File: config.mk
export PLATFORM = sky130hd
export DESIGN_NAME = dmu_arbiter
export DESIGN_NICKNAME = d
export VERILOG_FILES = /design/src/rtl/dmu_pkg.sv /design/src/rtl/dmu_arbiter_rr_arb2.sv /design/src/rtl/dmu_arbiter.sv
export SDC_FILE = /design/constraint.sdc
export NUM_CORES = 1
export LEC_CHECK = 0
export BUFFER_PORTS_ARGS = -buffer_cell sky130_fd_sc_hd__buf_2
export CAP_MARGIN = 20
export CORE_AREA = 2 2 118 120
export DETAILED_ROUTE_END_ITERATION = 12
export DIE_AREA = 0 0 120 122
export HOLD_SLACK_MARGIN = 0.03
export PLACE_DENSITY_LB_ADDON = 0.05
export SKIP_LAST_GASP = 1
export SLEW_MARGIN = 0
export SYNTH_ARGS = -nofsm -noshare
export SYNTH_HDL_FRONTEND = slang
export SYNTH_HIERARCHICAL = 1
export SYNTH_SLANG_ARGS = --single-unit
File: constraint.sdc
create_clock -name clk -period 3.9 [get_ports clk]
set_input_delay 0.78 -clock clk [delete_from_list [all_inputs] [get_ports clk]]
set_output_delay 0.78 -clock clk [all_outputs]
set_load 0.005 [all_outputs]
File: src/rtl/dmu_pkg.sv
// Shared definitions for the data-memory-unit arbiter: FSM encoding, port
// indices and default geometry.
package dmu_pkg;

  typedef enum logic {
    ST_IDLE   = 1'b0,
    ST_ACCESS = 1'b1
  } state_e;

  localparam logic P0 = 1'b0;
  localparam logic P1 = 1'b1;

  localparam int unsigned WIDTH_DEFAULT = 32;
  localparam int unsigned DEPTH_DEFAULT = 128;

  // One-hot request/grant bit for a port index.
  function automatic logic [1:0] port_bit(input logic p);
    return p ? 2'b10 : 2'b01;
  endfunction

endpackage

File: src/rtl/dmu_arbiter_rr_arb2.sv
// Combinational two-way round-robin picker: masked requests in, winner index
// and "anything eligible" out.
module rr_arb2
  import dmu_pkg::*;
(
  input  logic [1:0] req_i,
  input  logic [1:0] mask_i,
  input  logic       rr_last_i,
  output logic       win_o,
  output logic       any_o
);

  logic [1:0] elig;

  assign elig  = req_i & ~mask_i;
  assign any_o = |elig;

  // On a tie the port that did not win last time goes first.
  always_comb begin
    win_o = P0;
    if (elig == 2'b11) begin
      win_o = ~rr_last_i;
    end else if (elig[1]) begin
      win_o = P1;
    end
  end

endmodule

File: src/rtl/dmu_arbiter.sv
// Round-robin arbiter and sequencer sharing a single-port data memory between
// the core load/store port (P0) and the debug/DMA port (P1).
module dmu_arbiter
  import dmu_pkg::*;
#(
  parameter int unsigned WIDTH = WIDTH_DEFAULT,
  parameter int unsigned DEPTH = DEPTH_DEFAULT
) (
  input  logic             clk,
  input  logic             rst,

  input  logic             p0_req,
  input  logic             p0_we,
  input  logic [WIDTH-1:0] p0_addr,
  input  logic [WIDTH-1:0] p0_wdata,
  output logic             p0_gnt,
  output logic             p0_rvalid,
  output logic [WIDTH-1:0] p0_rdata,
  output logic             p0_err,

  input  logic             p1_req,
  input  logic             p1_we,
  input  logic [WIDTH-1:0] p1_addr,
  input  logic [WIDTH-1:0] p1_wdata,
  output logic             p1_gnt,
  output logic             p1_rvalid,
  output logic [WIDTH-1:0] p1_rdata,
  output logic             p1_err,

  output logic             mem_read_en,
  output logic             mem_write_en,
  output logic [WIDTH-1:0] mem_addr,
  output logic [WIDTH-1:0] mem_wdata,
  input  logic [WIDTH-1:0] mem_rdata
);

  state_e           state_q, state_d;
  logic             owner_q, owner_d;
  logic             we_q, we_d;
  logic             err_q, err_d;
  logic             rr_last_q, rr_last_d;
  logic [WIDTH-1:0] addr_q, addr_d;
  logic [WIDTH-1:0] wdata_q, wdata_d;

  logic [1:0]       req_vec;
  logic [1:0]       mask_vec;
  logic [1:0]       we_vec;
  logic [WIDTH-1:0] addr_vec  [2];
  logic [WIDTH-1:0] wdata_vec [2];
  logic             win;
  logic             any_req;
  logic             in_access;
  logic             access_ok;
  logic [1:0]       gnt_vec;
  logic [1:0]       rvalid_vec;
  logic [1:0]       rerr_vec;
  logic [WIDTH-1:0] rdata_vec [2];
  logic [WIDTH-1:0] resp_data;

  // Memory is one-based: word 0 and anything past DEPTH are rejected.
  function automatic logic out_of_range(input logic [WIDTH-1:0] a);
    return (a == '0) || (a > WIDTH'(DEPTH));
  endfunction

  assign req_vec      = {p1_req, p0_req};
  assign we_vec       = {p1_we, p0_we};
  assign addr_vec[0]  = p0_addr;
  assign addr_vec[1]  = p1_addr;
  assign wdata_vec[0] = p0_wdata;
  assign wdata_vec[1] = p1_wdata;

  assign in_access = (state_q == ST_ACCESS);
  // The current owner's request is being consumed this cycle, so hide it.
  assign mask_vec  = in_access ? port_bit(owner_q) : 2'b00;

  rr_arb2 u_rr_arb2 (
    .req_i     (req_vec),
    .mask_i    (mask_vec),
    .rr_last_i (rr_last_q),
    .win_o     (win),
    .any_o     (any_req)
  );

  always_ff @(posedge clk) begin
    if (rst) begin
      state_q   <= ST_IDLE;
      owner_q   <= P0;
      we_q      <= 1'b0;
      err_q     <= 1'b0;
      rr_last_q <= P1;
      addr_q    <= '0;
      wdata_q   <= '0;
    end else begin
      state_q   <= state_d;
      owner_q   <= owner_d;
      we_q      <= we_d;
      err_q     <= err_d;
      rr_last_q <= rr_last_d;
      addr_q    <= addr_d;
      wdata_q   <= wdata_d;
    end
  end

  always_comb begin
    state_d   = state_q;
    owner_d   = owner_q;
    we_d      = we_q;
    err_d     = err_q;
    rr_last_d = rr_last_q;
    addr_d    = addr_q;
    wdata_d   = wdata_q;

    case (state_q)
      ST_IDLE:   if (any_req) state_d = ST_ACCESS;
      ST_ACCESS: if (!any_req) state_d = ST_IDLE;
      default:   state_d = ST_IDLE;
    endcase

    if (any_req) begin
      owner_d   = win;
      we_d      = we_vec[win];
      addr_d    = addr_vec[win];
      wdata_d   = wdata_vec[win];
      err_d     = out_of_range(addr_vec[win]);
      rr_last_d = win;
    end
  end

  // Reset in the middle of an access must leave no memory side effect.
  assign access_ok = in_access && !err_q && !rst;

  always_comb begin
    gnt_vec      = 2'b00;
    mem_read_en  = 1'b0;
    mem_write_en = 1'b0;
    mem_addr     = '0;
    mem_wdata    = '0;
    if (in_access && !rst) begin
      gnt_vec = port_bit(owner_q);
    end
    if (access_ok) begin
      mem_write_en = we_q;
      mem_read_en  = !we_q;
      mem_addr     = addr_q;
      mem_wdata    = wdata_q;
    end
  end

  assign resp_data = (err_q || we_q) ? '0 : mem_rdata;

  for (genvar gi = 0; gi < 2; gi++) begin : g_resp
    logic             hit;
    logic             rvalid_q;
    logic             rerr_q;
    logic [WIDTH-1:0] rdata_q;

    assign hit = in_access && (owner_q == 1'(gi));

    always_ff @(posedge clk) begin
      if (rst) begin
        rvalid_q <= 1'b0;
        rerr_q   <= 1'b0;
        rdata_q  <= '0;
      end else begin
        rvalid_q <= hit;
        if (hit) begin
          rerr_q  <= err_q;
          rdata_q <= resp_data;
        end
      end
    end

    assign rvalid_vec[gi] = rvalid_q;
    assign rerr_vec[gi]   = rerr_q;
    assign rdata_vec[gi]  = rdata_q;
  end

  assign p0_gnt    = gnt_vec[0];
  assign p0_rvalid = rvalid_vec[0];
  assign p0_err    = rerr_vec[0];
  assign p0_rdata  = rdata_vec[0];
  assign p1_gnt    = gnt_vec[1];
  assign p1_rvalid = rvalid_vec[1];
  assign p1_err    = rerr_vec[1];
  assign p1_rdata  = rdata_vec[1];

endmodule

==> metrics.log, run 1 <==
[metrics] outcome: finished clean
[metrics] Post-Route WL: 17,800 µm
[metrics] ratio of cells with drive above 1 in the final layout: 35.55%
[metrics] I/O pin count: 302
[metrics] clk root buf: sky130_fd_sc_hd__clkbuf_16
[metrics] internal power consumption: 2.624 mW
[metrics] cell breakdown of the critical path: nand2_1, buf_4, clkinv_1, nand2b_4, a31oi_4, buf_4, mux2i_1, a211oi_1
[metrics] gr ovfl total: 0
[metrics] clock latency at the later pin of the worst-skew pair: 0.42 ns
[metrics] global-route wire length before repair: 27,680 µm
[metrics] DRT antenna net count: 0
[metrics] number of placement rows: 43
[metrics] reported leakage power: 3.832 nW
[metrics] required time of the worst setup path: 4.15 ns
[metrics] Setup WS post-layout: 1.211 ns
[metrics] Avg Vias per Cell: 5.141
[metrics] die area: 14,640 µm²
[metrics] Relative slew margins: 34.75%
[metrics] weighted congestion at the end of routability-driven global placement: 0.8573
[metrics] number of global-route vias before repair: 5,720
[metrics] post-route clock period utilization: 68.95%
[metrics] share of power burned in registers: 43.5%
[metrics] CTS max path bufs: 2
[metrics] Total GRT Usage: 23.83%
[metrics] maximum vdd ir drop: 305.8 µV
[metrics] proportion of register bits with asynchronous set or reset after synthesis: 0%
[metrics] maximum number of pins on one net before global-route repair: 85
[metrics] final-report hold violation count: 0
[metrics] CP arrival: 2.94 ns
[metrics] Yosys top cell by area: sky130_fd_sc_hd__dfxtp_1
[metrics] final hold slack: 0.4516 ns
[metrics] unrepaired setup endpoints after global routing: false
[metrics] Synth Net Count: 877
[metrics] switching share of power: 26.30%
[metrics] Top cell by count, worst path: sky130_fd_sc_hd__buf_4
[metrics] #FFs+latches synth: 137
[metrics] final slew viol count: 0
[metrics] count of buffers added by post-CTS timing repair for setup: 0
[metrics] Switching Power: 936.5 µW
[metrics] number of hold buffers added after CTS: 0
[metrics] slowest stage cell on the critical path: sky130_fd_sc_hd__a31oi_4
[metrics] category of the worst setup path capture point: flop
[metrics] final worst clock skew: 0.009179 ns
[metrics] Buf+Inv Stages, Crit Path: 3
[metrics] critical path launch point type: flop
[metrics] post-synthesis cell area: 6145 µm²
[metrics] fraction of post-synthesis cell area in the top cell type by area: 44.63%
[metrics] CTS HTree Levels: 4
[metrics] die height: 122 µm
[metrics] Horiz. Die Dim: 120 µm
[metrics] final critical-path required period: 2.689 ns
[metrics] Maximum Capacitance Violations: 0
[metrics] synthesis-to-layout area growth: 33.54%
[metrics] clock-pin slew on the worst setup and hold paths: 0.06 ns
[metrics] # setup viols final: 0
[metrics] count of clock tree sinks: 137
[metrics] highest net fanout along the worst path: 36
[metrics] transition time at the pin with the least slew margin: 0.9764 ns
[metrics] clock tree from TritonCTS: built
[metrics] portion of the post-synthesis area used by sequential elements: 44.63%
[metrics] number of CTS-inserted buffers: 17
[metrics] final routed DRC violation total: 0
[metrics] HPWL after detailed placement: 12,760 µm
[metrics] most frequent cell after synthesis: sky130_fd_sc_hd__dfxtp_1
[metrics] Synth top cells by count: sky130_fd_sc_hd__dfxtp_1 (137), sky130_fd_sc_hd__nor2_1 (72), sky130_fd_sc_hd__nand2_1 (71)
[metrics] number of gates given a new drive strength after cts: 0
[metrics] library cells used by synthesis: 35
[metrics] f_max: 0.3719 GHz
[metrics] prevailing post-synth register cell: sky130_fd_sc_hd__dfxtp_1
[metrics] Avg Inst Size Synth: 8.642 µm²
[metrics] setup slack at placement: 1.195 ns
[metrics] part of the power in the clock network: 42.2%
[metrics] Gate Count Post-Synth: 711
[metrics] share of total power in combinational logic: 14.3%
[metrics] cell family contributing the most delay on the critical path: buffers and inverters
[metrics] yosys warns: 6
[metrics] critical path type: reg2reg
[metrics] delay of the slowest critical-path stage: 0.70 ns
[metrics] Wirelength per Cell: 15.16 µm
[metrics] total number of vias: 6,035
[metrics] DRT iter0 DRCs: 326
[metrics] Starting Density: 45.50%
[metrics] number of search-and-repair iterations in the first detailed-routing pass: 4
[metrics] # nets final: 1,146
[metrics] dominant cells by area after synthesis: sky130_fd_sc_hd__dfxtp_1 (45%), sky130_fd_sc_hd__mux2i_1 (11%), sky130_fd_sc_hd__a211oi_1 (7.9%)
[metrics] Power Dens Cells: 433.9 nW/µm²
[metrics] Post-synth EDFFs: 0
[metrics] worst hold path type: reg2reg
[metrics] initial antenna violation count: 0
[metrics] core outline area: 13,500 µm²
[metrics] final sum of negative setup slack: 0 ns
[metrics] Port Buffer Count: 301
==> cell usage in the layout (no fill, tap or decap) <==
cell                         Yosys  final
sky130_fd_sc_hd__and3_1          1      1
sky130_fd_sc_hd__nor3b_4         0      1
sky130_fd_sc_hd__nor2b_1         3      3
sky130_fd_sc_hd__dfxtp_1       137    137
sky130_fd_sc_hd__clkinv_4        0      3
sky130_fd_sc_hd__inv_1           2      2
sky130_fd_sc_hd__nand4_1         2      2
sky130_fd_sc_hd__a211o_1         1      1
sky130_fd_sc_hd__a211oi_2        1      1
sky130_fd_sc_hd__nand2b_1        1      1
sky130_fd_sc_hd__clkinv_1        1      1
sky130_fd_sc_hd__clkbuf_8        0      2
sky130_fd_sc_hd__xnor2_1         1      1
sky130_fd_sc_hd__a31oi_4         0      1
sky130_fd_sc_hd__clkinv_2        0      6
sky130_fd_sc_hd__nand3_1        64     64
sky130_fd_sc_hd__o21ai_4         0      1
sky130_fd_sc_hd__mux2i_1        67     67
sky130_fd_sc_hd__nand2_1        71     71
sky130_fd_sc_hd__clkbuf_1       26      1
sky130_fd_sc_hd__nor4_1         14     14
sky130_fd_sc_hd__nor2_4          1      1
sky130_fd_sc_hd__a21oi_1        67     67
sky130_fd_sc_hd__buf_12          5      1
sky130_fd_sc_hd__clkbuf_16       0     17
sky130_fd_sc_hd__o21ai_1         2      1
sky130_fd_sc_hd__and4b_1         1      1
sky130_fd_sc_hd__o21ai_0         1      1
sky130_fd_sc_hd__buf_2          23    300
sky130_fd_sc_hd__nand3b_1        1      1
sky130_fd_sc_hd__buf_4           3     14
sky130_fd_sc_hd__and2_1         65     65
sky130_fd_sc_hd__clkinvlp_4      0      2
sky130_fd_sc_hd__inv_2           1      1
sky130_fd_sc_hd__a211oi_1       65     65
sky130_fd_sc_hd__or4_1           1      1
sky130_fd_sc_hd__bufinv_16       0      1
sky130_fd_sc_hd__nand2b_4        1      1
sky130_fd_sc_hd__diode_2         0      1
sky130_fd_sc_hd__nor2_1         72     72
==> flip-flops by register name, summed over array words and instances, names as in the netlist <==
name       cells
addr_q        32
err_q          1
in_access      1
owner_q        1
p0_err         1
p0_rdata      32
p0_rvalid      1
p1_err         1
p1_rdata      32
p1_rvalid      1
rr_last_q      1
wdata_q       32
we_q           1
==> final timing paths <==
path	from	endpoint	slack (ns)	cells past startpoint
hold reg to reg	p0_rdata[22]	p0_rdata[22]	0.45	2
setup / recovery	in_access	addr_q[20]	1.21	8
setup reg to reg	in_access	addr_q[20]	1.21	8
hold / removal	p0_rdata[22]	p0_rdata[22]	0.45	2
==> per-stage QoR <==
step	power, mW	instances	util [%]	area (µm²)
final	3.561	1174	60.76	8205
after global routing	3.710	1173	60.74	8203
after CTS	3.592	1173	60.74	8203
after detailed placement	2.089	1141	56.61	7645
after global placement	2.075	1141	56.61	7645
after floorplan	1.896	711	-	6145
==> area by class of cell <==
| class | instances | area, µm² |
|---|---|---|
| diodes | 1 | 2.502 |
| clock buffers | 20 | 456.7 |
| clock inverters | 12 | 101.3 |
| fillers | 1285 | 5299 |
| inverters | 4 | 15.01 |
| multi-input cells | 505 | 3035 |
| flip-flops and latches | 137 | 2743 |
| well taps | 180 | 225.2 |
| repair buffers | 315 | 1627 |
==> worst register-to-register path: cells and delay by family, from the launching register on <==
family                 cells  cell delay [ns]
buffers and inverters      3             0.88
multiplexers               1             0.26
AND/OR/NAND/NOR            2             0.25
AO/OA/AOI/OAI              2             0.82
flip-flops                 1             0.32
==> cells by family after synthesis <==
family / synth area share (%)
compound gates: 14.19
xor+xnor: 0.1426
flops: 44.63
buf+inv: 6.394
simple gates: 23.72
mux: 10.91
==> power by group through the flow <==
| stage | Clock, mW | Sequential (mW) | Combinational [mW] |
|---|---|---|---|
| floorplan | 0 | 1.56 | 0.335 |
| global placement | 0 | 1.58 | 0.500 |
| detailed placement | 0 | 1.58 | 0.512 |
| CTS | 1.53 | 1.55 | 0.513 |
| global route | 1.59 | 1.56 | 0.566 |
| finish | 1.50 | 1.55 | 0.510 |
==> routing by layer <==
layer	vias up	track usage [%]	wire [µm]
met3	30	5.571	1152
met2	247	40.23	8774
li1	3018	-	-
met4	0	9.779	418
met1	2740	29.29	7456
met5	-	0	0
(Power assumes the default switching activity.)
==> run 2, diff against run 1 <==
- ABC_AREA: not set -> 1
- CORE_AREA: 2 2 118 120 -> not set
- CORE_ASPECT_RATIO: not set -> 1.75
- CORE_UTILIZATION: not set -> 42
- DIE_AREA: 0 0 120 122 -> not set
- clock period: 3.9 -> 2.4 ns (I/O delays scaled with it)
==> run 2 against run 1 <==
Global-route usage grew 1.1 points; flip-flop and latch count is the same; core utilization shrank 2.9 points; cell count grew 13%; clock skew grew 0.0054 ns; sequential share of layout area shrank 0.25 points; setup slack lost 0.90 ns; synthesized area shrank 0.47%; power grew 77%; die area grew 2.9%.
==> metrics.log, run 2 <==
[metrics] gr ovfl total: 0 (unchanged)
[metrics] Horiz. Die Dim: 93.22 µm (was 120 µm)
[metrics] final-report hold violation count: 0 (unchanged)
[metrics] unrepaired setup endpoints after global routing: false (unchanged)
[metrics] final critical-path required period: 2.092 ns
[metrics] yosys warns: 6 (unchanged)
[metrics] filler cell count: 1,461 (was 1,285)
[metrics] # setup viols final: 0 (unchanged)
[metrics] Setup WS post-layout: 0.3075 ns (was 1.211 ns)
[metrics] f_max: 0.4779 GHz
[metrics] count of clock tree sinks: 137 (unchanged)
[metrics] number of placement rows: 58 (was 43)
[metrics] clock latency at the later pin of the worst-skew pair: 0.42 ns (about the same)
[metrics] critical path type: reg2out (was reg2reg)
[metrics] clk root buf: sky130_fd_sc_hd__clkbuf_16 (unchanged)
[metrics] final routed DRC violation total: 0 (unchanged)
[metrics] number of CTS-inserted buffers: 17 (unchanged)
[metrics] number of global-route vias before repair: 5,985 (was 5,720)
[metrics] # nets final: 1,300 (was 1,146)
[metrics] cell breakdown of the critical path: inv_1, nor2_1, nand2_2, buf_12, nor2_1, buf_2 (was nand2_1, buf_4, clkinv_1, nand2b_4, a31oi_4, buf_4, mux2i_1, a211oi_1)
[metrics] synthesis-to-layout area growth: 35.19% (was 33.54%)
[metrics] initial antenna violation count: 1 (was 0)
[metrics] post-synthesis cell area: 6116 µm² (was 6145 µm²)
[metrics] Power Dens Cells: 762.5 nW/µm² (was 433.9 nW/µm²)
[metrics] critical path launch point type: flop (unchanged)
[metrics] Post-synth EDFFs: 0 (unchanged)
[metrics] HPWL after detailed placement: 13,130 µm (was 12,760 µm)
[metrics] final worst clock skew: 0.01462 ns (was 0.009179 ns)
[metrics] dominant cells by area after synthesis: sky130_fd_sc_hd__dfxtp_1 (45%), sky130_fd_sc_hd__nand2_1 (11%), sky130_fd_sc_hd__a21oi_1 (9.4%) (was sky130_fd_sc_hd__dfxtp_1 (45%), sky130_fd_sc_hd__mux2i_1 (11%), sky130_fd_sc_hd__a211oi_1 (7.9%))
[metrics] internal power consumption: 4.561 mW (was 2.624 mW)
[metrics] weighted congestion at the end of routability-driven global placement: 0.9025 (was 0.8573)
[metrics] total non-filler cell area in the finished layout: 8268 µm² (was 8205 µm²)
[metrics] fraction of post-synthesis cell area in the top cell type by area: 44.84% (was 44.63%)
[metrics] Yosys top cell by area: sky130_fd_sc_hd__dfxtp_1 (unchanged)
[metrics] die area: 15,070 µm² (was 14,640 µm²)
[metrics] die height: 161.6 µm (was 122 µm)
[metrics] placed instance area: 7640 µm² (was 7645 µm²)
[metrics] highest net fanout along the worst path: 66 (was 36)
[metrics] commonest cells after routing, fill and taps aside: sky130_fd_sc_hd__buf_2 (301), sky130_fd_sc_hd__nand2_1 (175), sky130_fd_sc_hd__dfxtp_1 (137) (was sky130_fd_sc_hd__buf_2 (300), sky130_fd_sc_hd__dfxtp_1 (137), sky130_fd_sc_hd__nor2_1 (72))
[metrics] Total GRT Usage: 24.89% (was 23.83%)
[metrics] switching share of power: 27.66% (was 26.30%)
[metrics] CTS HTree Levels: 4 (unchanged)
[metrics] maximum number of pins on one net before global-route repair: 86 (was 85)
[metrics] share of total power in combinational logic: 15.6% (was 14.3%)
[metrics] maximum vdd ir drop: 456.0 µV (was 305.8 µV)
[metrics] CP arrival: 1.61 ns (was 2.94 ns)
[metrics] clock-pin slew on the worst setup and hold paths: 0.06 ns (about the same)
[metrics] number of search-and-repair iterations in the first detailed-routing pass: 4 (unchanged)
[metrics] library cells used by synthesis: 23 (was 35)
[metrics] #FFs+latches synth: 137 (unchanged)
[metrics] Starting Density: 42.78% (was 45.50%)
[metrics] slowest stage cell on the critical path: sky130_fd_sc_hd__dfxtp_1 (was sky130_fd_sc_hd__a31oi_4)
[metrics] Synth Net Count: 1,032 (was 877)
[metrics] number of hold buffers added after CTS: 0 (unchanged)
[metrics] required time of the worst setup path: 1.92 ns (was 4.15 ns)
[metrics] Maximum Capacitance Violations: 0 (unchanged)
[metrics] final slew viol count: 0 (unchanged)
[metrics] count of buffers added by post-CTS timing repair for setup: 0 (unchanged)
[metrics] global-route wire length before repair: 29,500 µm (was 27,680 µm)
[metrics] most common cell after layout, fill and taps aside: sky130_fd_sc_hd__buf_2 (unchanged)
[metrics] I/O pin count: 302 (unchanged)
[metrics] ratio of cells with drive above 1 in the final layout: 31.30% (was 35.55%)
[metrics] setup slack at placement: 0.3603 ns (was 1.195 ns)
[metrics] reported leakage power: 4.447 nW (was 3.832 nW)
[metrics] post-route clock period utilization: 87.19%
[metrics] most frequent cell after synthesis: sky130_fd_sc_hd__nand2_1 (was sky130_fd_sc_hd__dfxtp_1)
[metrics] clock tree from TritonCTS: built (unchanged)
[metrics] prevailing post-synth register cell: sky130_fd_sc_hd__dfxtp_1 (unchanged)
[metrics] share of power burned in registers: 40.3% (was 43.5%)
[metrics] Synth top cells by count: sky130_fd_sc_hd__nand2_1 (176), sky130_fd_sc_hd__dfxtp_1 (137), sky130_fd_sc_hd__inv_1 (125) (was sky130_fd_sc_hd__dfxtp_1 (137), sky130_fd_sc_hd__nor2_1 (72), sky130_fd_sc_hd__nand2_1 (71))
[metrics] Relative slew margins: 50.30% (was 34.75%)
[metrics] worst hold path type: in2reg (was reg2reg)
[metrics] Gate Count Post-Synth: 866 (was 711)
[metrics] number of gates given a new drive strength after cts: 0 (unchanged)
[metrics] CTS max path bufs: 2 (unchanged)
[metrics] category of the worst setup path capture point: primary output (was flop)
[metrics] Avg Inst Size Synth: 7.062 µm² (was 8.642 µm²)
[metrics] core outline area: 14,300 µm² (was 13,500 µm²)
[metrics] Avg Vias per Cell: 4.818 (was 5.141)
[metrics] Buf+Inv Stages, Crit Path: 3 (unchanged)
[metrics] total number of vias: 6,398 (was 6,035)
[metrics] Switching Power: 1.744 mW (was 936.5 µW)
[metrics] DRT iter0 DRCs: 217 (was 326)
[metrics] transition time at the pin with the least slew margin: 0.7454 ns (was 0.9764 ns)
[metrics] cell family contributing the most delay on the critical path: buffers and inverters (unchanged)
[metrics] final sum of negative setup slack: 0 ns (unchanged)
[metrics] part of the power in the clock network: 44.1% (was 42.2%)
[metrics] portion of the post-synthesis area used by sequential elements: 44.84% (was 44.63%)
[metrics] outcome: finished clean (unchanged)
[metrics] Top cell by count, worst path: sky130_fd_sc_hd__nor2_1 (was sky130_fd_sc_hd__buf_4)
[metrics] delay of the slowest critical-path stage: 0.32 ns (was 0.70 ns)
[metrics] Port Buffer Count: 301 (unchanged)
[metrics] Post-Route WL: 18,660 µm (was 17,800 µm)
[metrics] proportion of register bits with asynchronous set or reset after synthesis: 0% (unchanged)
[metrics] Wirelength per Cell: 14.05 µm (was 15.16 µm)
[metrics] DRT antenna net count: 0 (unchanged)
[run 2: through the flow]
step / power, mW / hold WS [ns] / util, % / instances
after floorplan: 3.207 / 0.4295 / - / 866
after global placement: 3.568 / 0.4524 / 53.44 / 1295
after detailed placement: 3.577 / 0.4530 / 53.44 / 1295
after CTS: 6.380 / 0.3154 / 57.82 / 1327
after global routing: 6.618 / 0.3261 / 57.83 / 1328
final: 6.304 / 0.3340 / 57.83 / 1328
[run 2: worst min-delay path: stages]
cell and delay [ns]:
sky130_fd_sc_hd__buf_2 0.09, sky130_fd_sc_hd__nand2_1 0.07, sky130_fd_sc_hd__a21oi_1 0.06
[run 2: cell type report]
type	instances	area, µm²	share of cell area (%)
timing repair buffer	316	1657	20.04
clock inverter	13	182.7	2.209
sequential	137	2743	33.17
inverter	128	483.0	5.841
tap	180	225.2	2.724
antenna	1	2.502	0.03027
clock buffer	19	442.9	5.357
multi-input combinational	534	2532	30.63
[run 2: layer usage]
layer	part of all wire [%]	up-vias	routed length (µm)	global-route usage (%)
li1	-	3332	-	-
met1	40	2821	7516	28.76
met2	50	220	9399	42.81
met3	7.2	25	1346	7.109
met4	2.1	0	392	9.580
met5	0	-	0	0
[run 2: power by group through the flow]
stage	registers (mW)	logic [mW]	clock network (mW)
after floorplan	2.59	0.620	0
after global placement	2.58	0.983	0
after detailed placement	2.59	0.990	0
after CTS	2.54	0.995	2.85
after global routing	2.56	1.12	2.94
final	2.54	0.985	2.78
[run 2: cells by family (layout without fill, tap and decap cells)]
kind of cell,Yosys count,count (layout),share of synthesized area [%]
simple gates,275,275,17.16
buf+inv,195,476,14.01
other cells,0,1,0
compound gates,259,259,23.98
flops,137,137,44.84
[run 2: path summary, 6_finish.rpt]
| kind | from | to | slack (ns) | cells past startpoint |
|---|---|---|---|---|
| max | in_access | mem_addr[21] | 0.31 | 6 |
| min | mem_rdata[19] | p0_rdata[19] | 0.33 | 3 |
| max reg2reg | owner_q | err_q | 0.36 | 13 |
| min reg2reg | rr_last_q | rr_last_q | 0.47 | 2 |
==> run 3, diff against run 2 <==
- CORE_UTILIZATION: 42 -> 41
- SYNTH_HIERARCHICAL: 1 -> not set
==> run 3 against run 2 <==
Via count shrank 2.5%; combinational power shrank 4.7%; clock-buffer cell count shrank 1; largest power group is now sequential cells; sequential power is essentially flat; highest routed layer unchanged; critical path depth shrank 2; synthesized cell count shrank 7.6%; first-iteration DRC count grew 18%; sequential share of layout area grew 0.93 points; power shrank 4.7%; cell count shrank 4.5%.
==> metrics.log, run 3 <==
[metrics] Relative slew margins: 60.91% (was 50.30%)
[metrics] final routed DRC violation total: 0 (unchanged)
[metrics] Starting Density: 42.34% (was 42.78%)
[metrics] HPWL after detailed placement: 12,740 µm (was 13,130 µm)
[metrics] prevailing post-synth register cell: sky130_fd_sc_hd__dfxtp_1 (unchanged)
[metrics] Post-synth EDFFs: 0 (unchanged)
[metrics] most frequent cell after synthesis: sky130_fd_sc_hd__dfxtp_1 (was sky130_fd_sc_hd__nand2_1)
[metrics] clock-pin slew on the worst setup and hold paths: 0.06 ns (about the same)
[metrics] f_max: 0.4661 GHz (was 0.4779 GHz)
[metrics] final slew viol count: 0 (unchanged)
[metrics] CTS HTree Levels: 4 (unchanged)
[metrics] gr ovfl total: 0 (unchanged)
[metrics] number of search-and-repair iterations in the first detailed-routing pass: 4 (unchanged)
[metrics] number of CTS-inserted buffers: 17 (unchanged)
[metrics] commonest cells after routing, fill and taps aside: sky130_fd_sc_hd__buf_2 (301), sky130_fd_sc_hd__dfxtp_1 (137), sky130_fd_sc_hd__nor2_1 (119), sky130_fd_sc_hd__nand2_1 (119), sky130_fd_sc_hd__o21ai_0 (100) (was sky130_fd_sc_hd__buf_2 (301), sky130_fd_sc_hd__nand2_1 (175), sky130_fd_sc_hd__dfxtp_1 (137))
[metrics] number of gates given a new drive strength after cts: 0 (unchanged)
[metrics] Synth top cells by count: sky130_fd_sc_hd__dfxtp_1 (137), sky130_fd_sc_hd__nor2_1 (120), sky130_fd_sc_hd__nand2_1 (119) (was sky130_fd_sc_hd__nand2_1 (176), sky130_fd_sc_hd__dfxtp_1 (137), sky130_fd_sc_hd__inv_1 (125))
[metrics] clock latency at the later pin of the worst-skew pair: 0.41 ns (was 0.42 ns)
[metrics] # nets final: 1,242 (was 1,300)
[metrics] Synth Net Count: 966 (was 1,032)
[metrics] Power Dens Cells: 746.9 nW/µm² (was 762.5 nW/µm²)
[metrics] post-synthesis cell area: 5918 µm² (was 6116 µm²)
[metrics] dominant cells by area after synthesis: sky130_fd_sc_hd__dfxtp_1 (46%), sky130_fd_sc_hd__o21ai_0 (8.5%), sky130_fd_sc_hd__nor2_1 (7.6%) (was sky130_fd_sc_hd__dfxtp_1 (45%), sky130_fd_sc_hd__nand2_1 (11%), sky130_fd_sc_hd__a21oi_1 (9.4%))
[metrics] synthesis-to-layout area growth: 35.88% (was 35.19%)
[metrics] required time of the worst setup path: 1.92 ns (about the same)
[metrics] final-report hold violation count: 0 (unchanged)
[metrics] Gate Count Post-Synth: 800 (was 866)
[metrics] Port Buffer Count: 301 (unchanged)
[metrics] yosys warns: 0 (was 6)
[metrics] outcome: finished clean (unchanged)
[metrics] Yosys top cell by area: sky130_fd_sc_hd__dfxtp_1 (unchanged)
[metrics] DRT iter0 DRCs: 255 (was 217)
[metrics] final critical-path required period: 2.145 ns (was 2.092 ns)
[metrics] hold-critical path depth: 3 (unchanged)
[metrics] ratio of cells with drive above 1 in the final layout: 35.08% (was 31.30%)
[metrics] clock tree from TritonCTS: built (unchanged)
[metrics] FF-to-FF path depth: 8 (was 13)
[metrics] most common cell after layout, fill and taps aside: sky130_fd_sc_hd__buf_2 (unchanged)
[metrics] # setup viols final: 0 (unchanged)
[metrics] total number of vias: 6,235 (was 6,398)
[metrics] Post-Route WL: 18,300 µm (was 18,660 µm)
[metrics] portion of the post-synthesis area used by sequential elements: 46.34% (was 44.84%)
[metrics] die height: 160.9 µm (was 161.6 µm)
[metrics] Final Core Density: 57.53% (was 57.83%)
[metrics] maximum vdd ir drop: 494.2 µV (was 456.0 µV)
[metrics] core outline area: 13,980 µm² (was 14,300 µm²)
[metrics] final sum of negative setup slack: 0 ns (unchanged)
[metrics] #FFs+latches synth: 137 (unchanged)
[metrics] category of the worst setup path capture point: primary output (unchanged)
[metrics] fraction of post-synthesis cell area in the top cell type by area: 46.34% (was 44.84%)
[metrics] critical path launch point type: flop (unchanged)
[metrics] number of placement rows: 57 (was 58)
[metrics] initial antenna violation count: 2 (was 1)
[metrics] DRT antenna net count: 0 (unchanged)
[metrics] Final Total Pwr: 6.006 mW (was 6.304 mW)
[metrics] library cells used by synthesis: 31 (was 23)
[metrics] final worst clock skew: 0.01318 ns (was 0.01462 ns)
[metrics] proportion of register bits with asynchronous set or reset after synthesis: 0% (unchanged)
[metrics] Total GRT Usage: 24.21% (was 24.89%)
[metrics] unrepaired setup endpoints after global routing: false (unchanged)
[metrics] Wirelength per Cell: 14.43 µm (was 14.05 µm)
[metrics] worst hold path type: in2reg (unchanged)
[metrics] I/O pin count: 302 (unchanged)
[metrics] Avg Inst Size Synth: 7.398 µm² (was 7.062 µm²)
[metrics] Horiz. Die Dim: 92.82 µm (was 93.22 µm)
[metrics] count of buffers added by post-CTS timing repair for setup: 0 (unchanged)
[metrics] count of clock tree sinks: 137 (unchanged)
[metrics] transition time at the pin with the least slew margin: 0.5864 ns (was 0.7454 ns)
[metrics] Maximum Capacitance Violations: 0 (unchanged)
[metrics] highest net fanout along the worst path: 22 (was 66)
[metrics] clk root buf: sky130_fd_sc_hd__clkbuf_16 (unchanged)
[metrics] CTS max path bufs: 2 (unchanged)
[metrics] number of global-route vias before repair: 5,897 (was 5,985)
[metrics] reported leakage power: 4.061 nW (was 4.447 nW)
[metrics] CP arrival: 1.67 ns (was 1.61 ns)
[metrics] Avg Vias per Cell: 4.917 (was 4.818)
[metrics] weighted congestion at the end of routability-driven global placement: 0.7980 (was 0.9025)
[metrics] critical path type: reg2out (unchanged)
[metrics] number of hold buffers added after CTS: 0 (unchanged)
[metrics] global-route wire length before repair: 28,700 µm (was 29,500 µm)
[metrics] post-route clock period utilization: 89.39% (was 87.19%)
[metrics] maximum number of pins on one net before global-route repair: 71 (was 86)
[metrics] die area: 14,940 µm² (was 15,070 µm²)
==> run 3: worst max-delay path, cell delays in order, from the launching register on <==
cell,delay [ns]
sky130_fd_sc_hd__dfxtp_1,0.37
sky130_fd_sc_hd__nand3b_1,0.26
sky130_fd_sc_hd__buf_4,0.26
sky130_fd_sc_hd__nor2_1,0.21
sky130_fd_sc_hd__buf_2,0.16
==> run 3: final timing paths <==
path,slack [ns],startpoint,endpoint
max,0.25,err_q,mem_addr[30]
min,0.31,p1_wdata[28],wdata_q[28]
min reg2reg,0.46,addr_q[22],addr_q[22]
max reg2reg,0.43,owner_q,wdata_q[31]
==> run 3: per-stage QoR <==
step	setup slack, ns	cells	hold WS [ns]	instance area, µm²
final	0.2546	1268	0.3148	8041
after global routing	0.1800	1268	0.3080	8041
after CTS	0.2368	1266	0.3003	8036
after detailed placement	0.3507	1234	0.4579	7468
after global placement	0.3590	1234	0.4552	7468
after floorplan	0.7478	800	0.4403	5918
==> run 3: area by class of cell <==
| cell class | count | area (µm²) |
|---|---|---|
| fillers | 1427 | 5937 |
| flip-flops and latches | 137 | 2743 |
| multi-input cells | 515 | 2519 |
| repair buffers | 314 | 1642 |
| clock buffers | 18 | 429.2 |
| inverters | 91 | 344.1 |
| well taps | 177 | 221.5 |
| clock inverters | 14 | 138.9 |
| diodes | 2 | 5.005 |
==> run 3: cell families after synthesis <==
| kind of cell | count (synthesis) | synth area share [%] |
|---|---|---|
| AO/OA/AOI/OAI | 241 | 22.69 |
| AND/OR/NAND/NOR | 274 | 19.83 |
| flip-flops | 137 | 46.34 |
| buffers and inverters | 148 | 11.14 |
==> run 3: per-layer routing <==
metal	vias to the layer above	routed length (µm)	track usage, %
met5	-	0	0
met4	0	575	11.54
met3	42	1199	6.250
met2	233	9272	41.18
met1	2798	7251	27.83
li1	3162	-	-
==> run 3: where the power goes <==
| part | switching [mW] | internal (mW) |
|---|---|---|
| combinational | 0.567 | 0.372 |
| clock | 1.08 | 1.45 |
| sequential | 0.0679 | 2.47 |
| total | 1.71 | 4.29 |
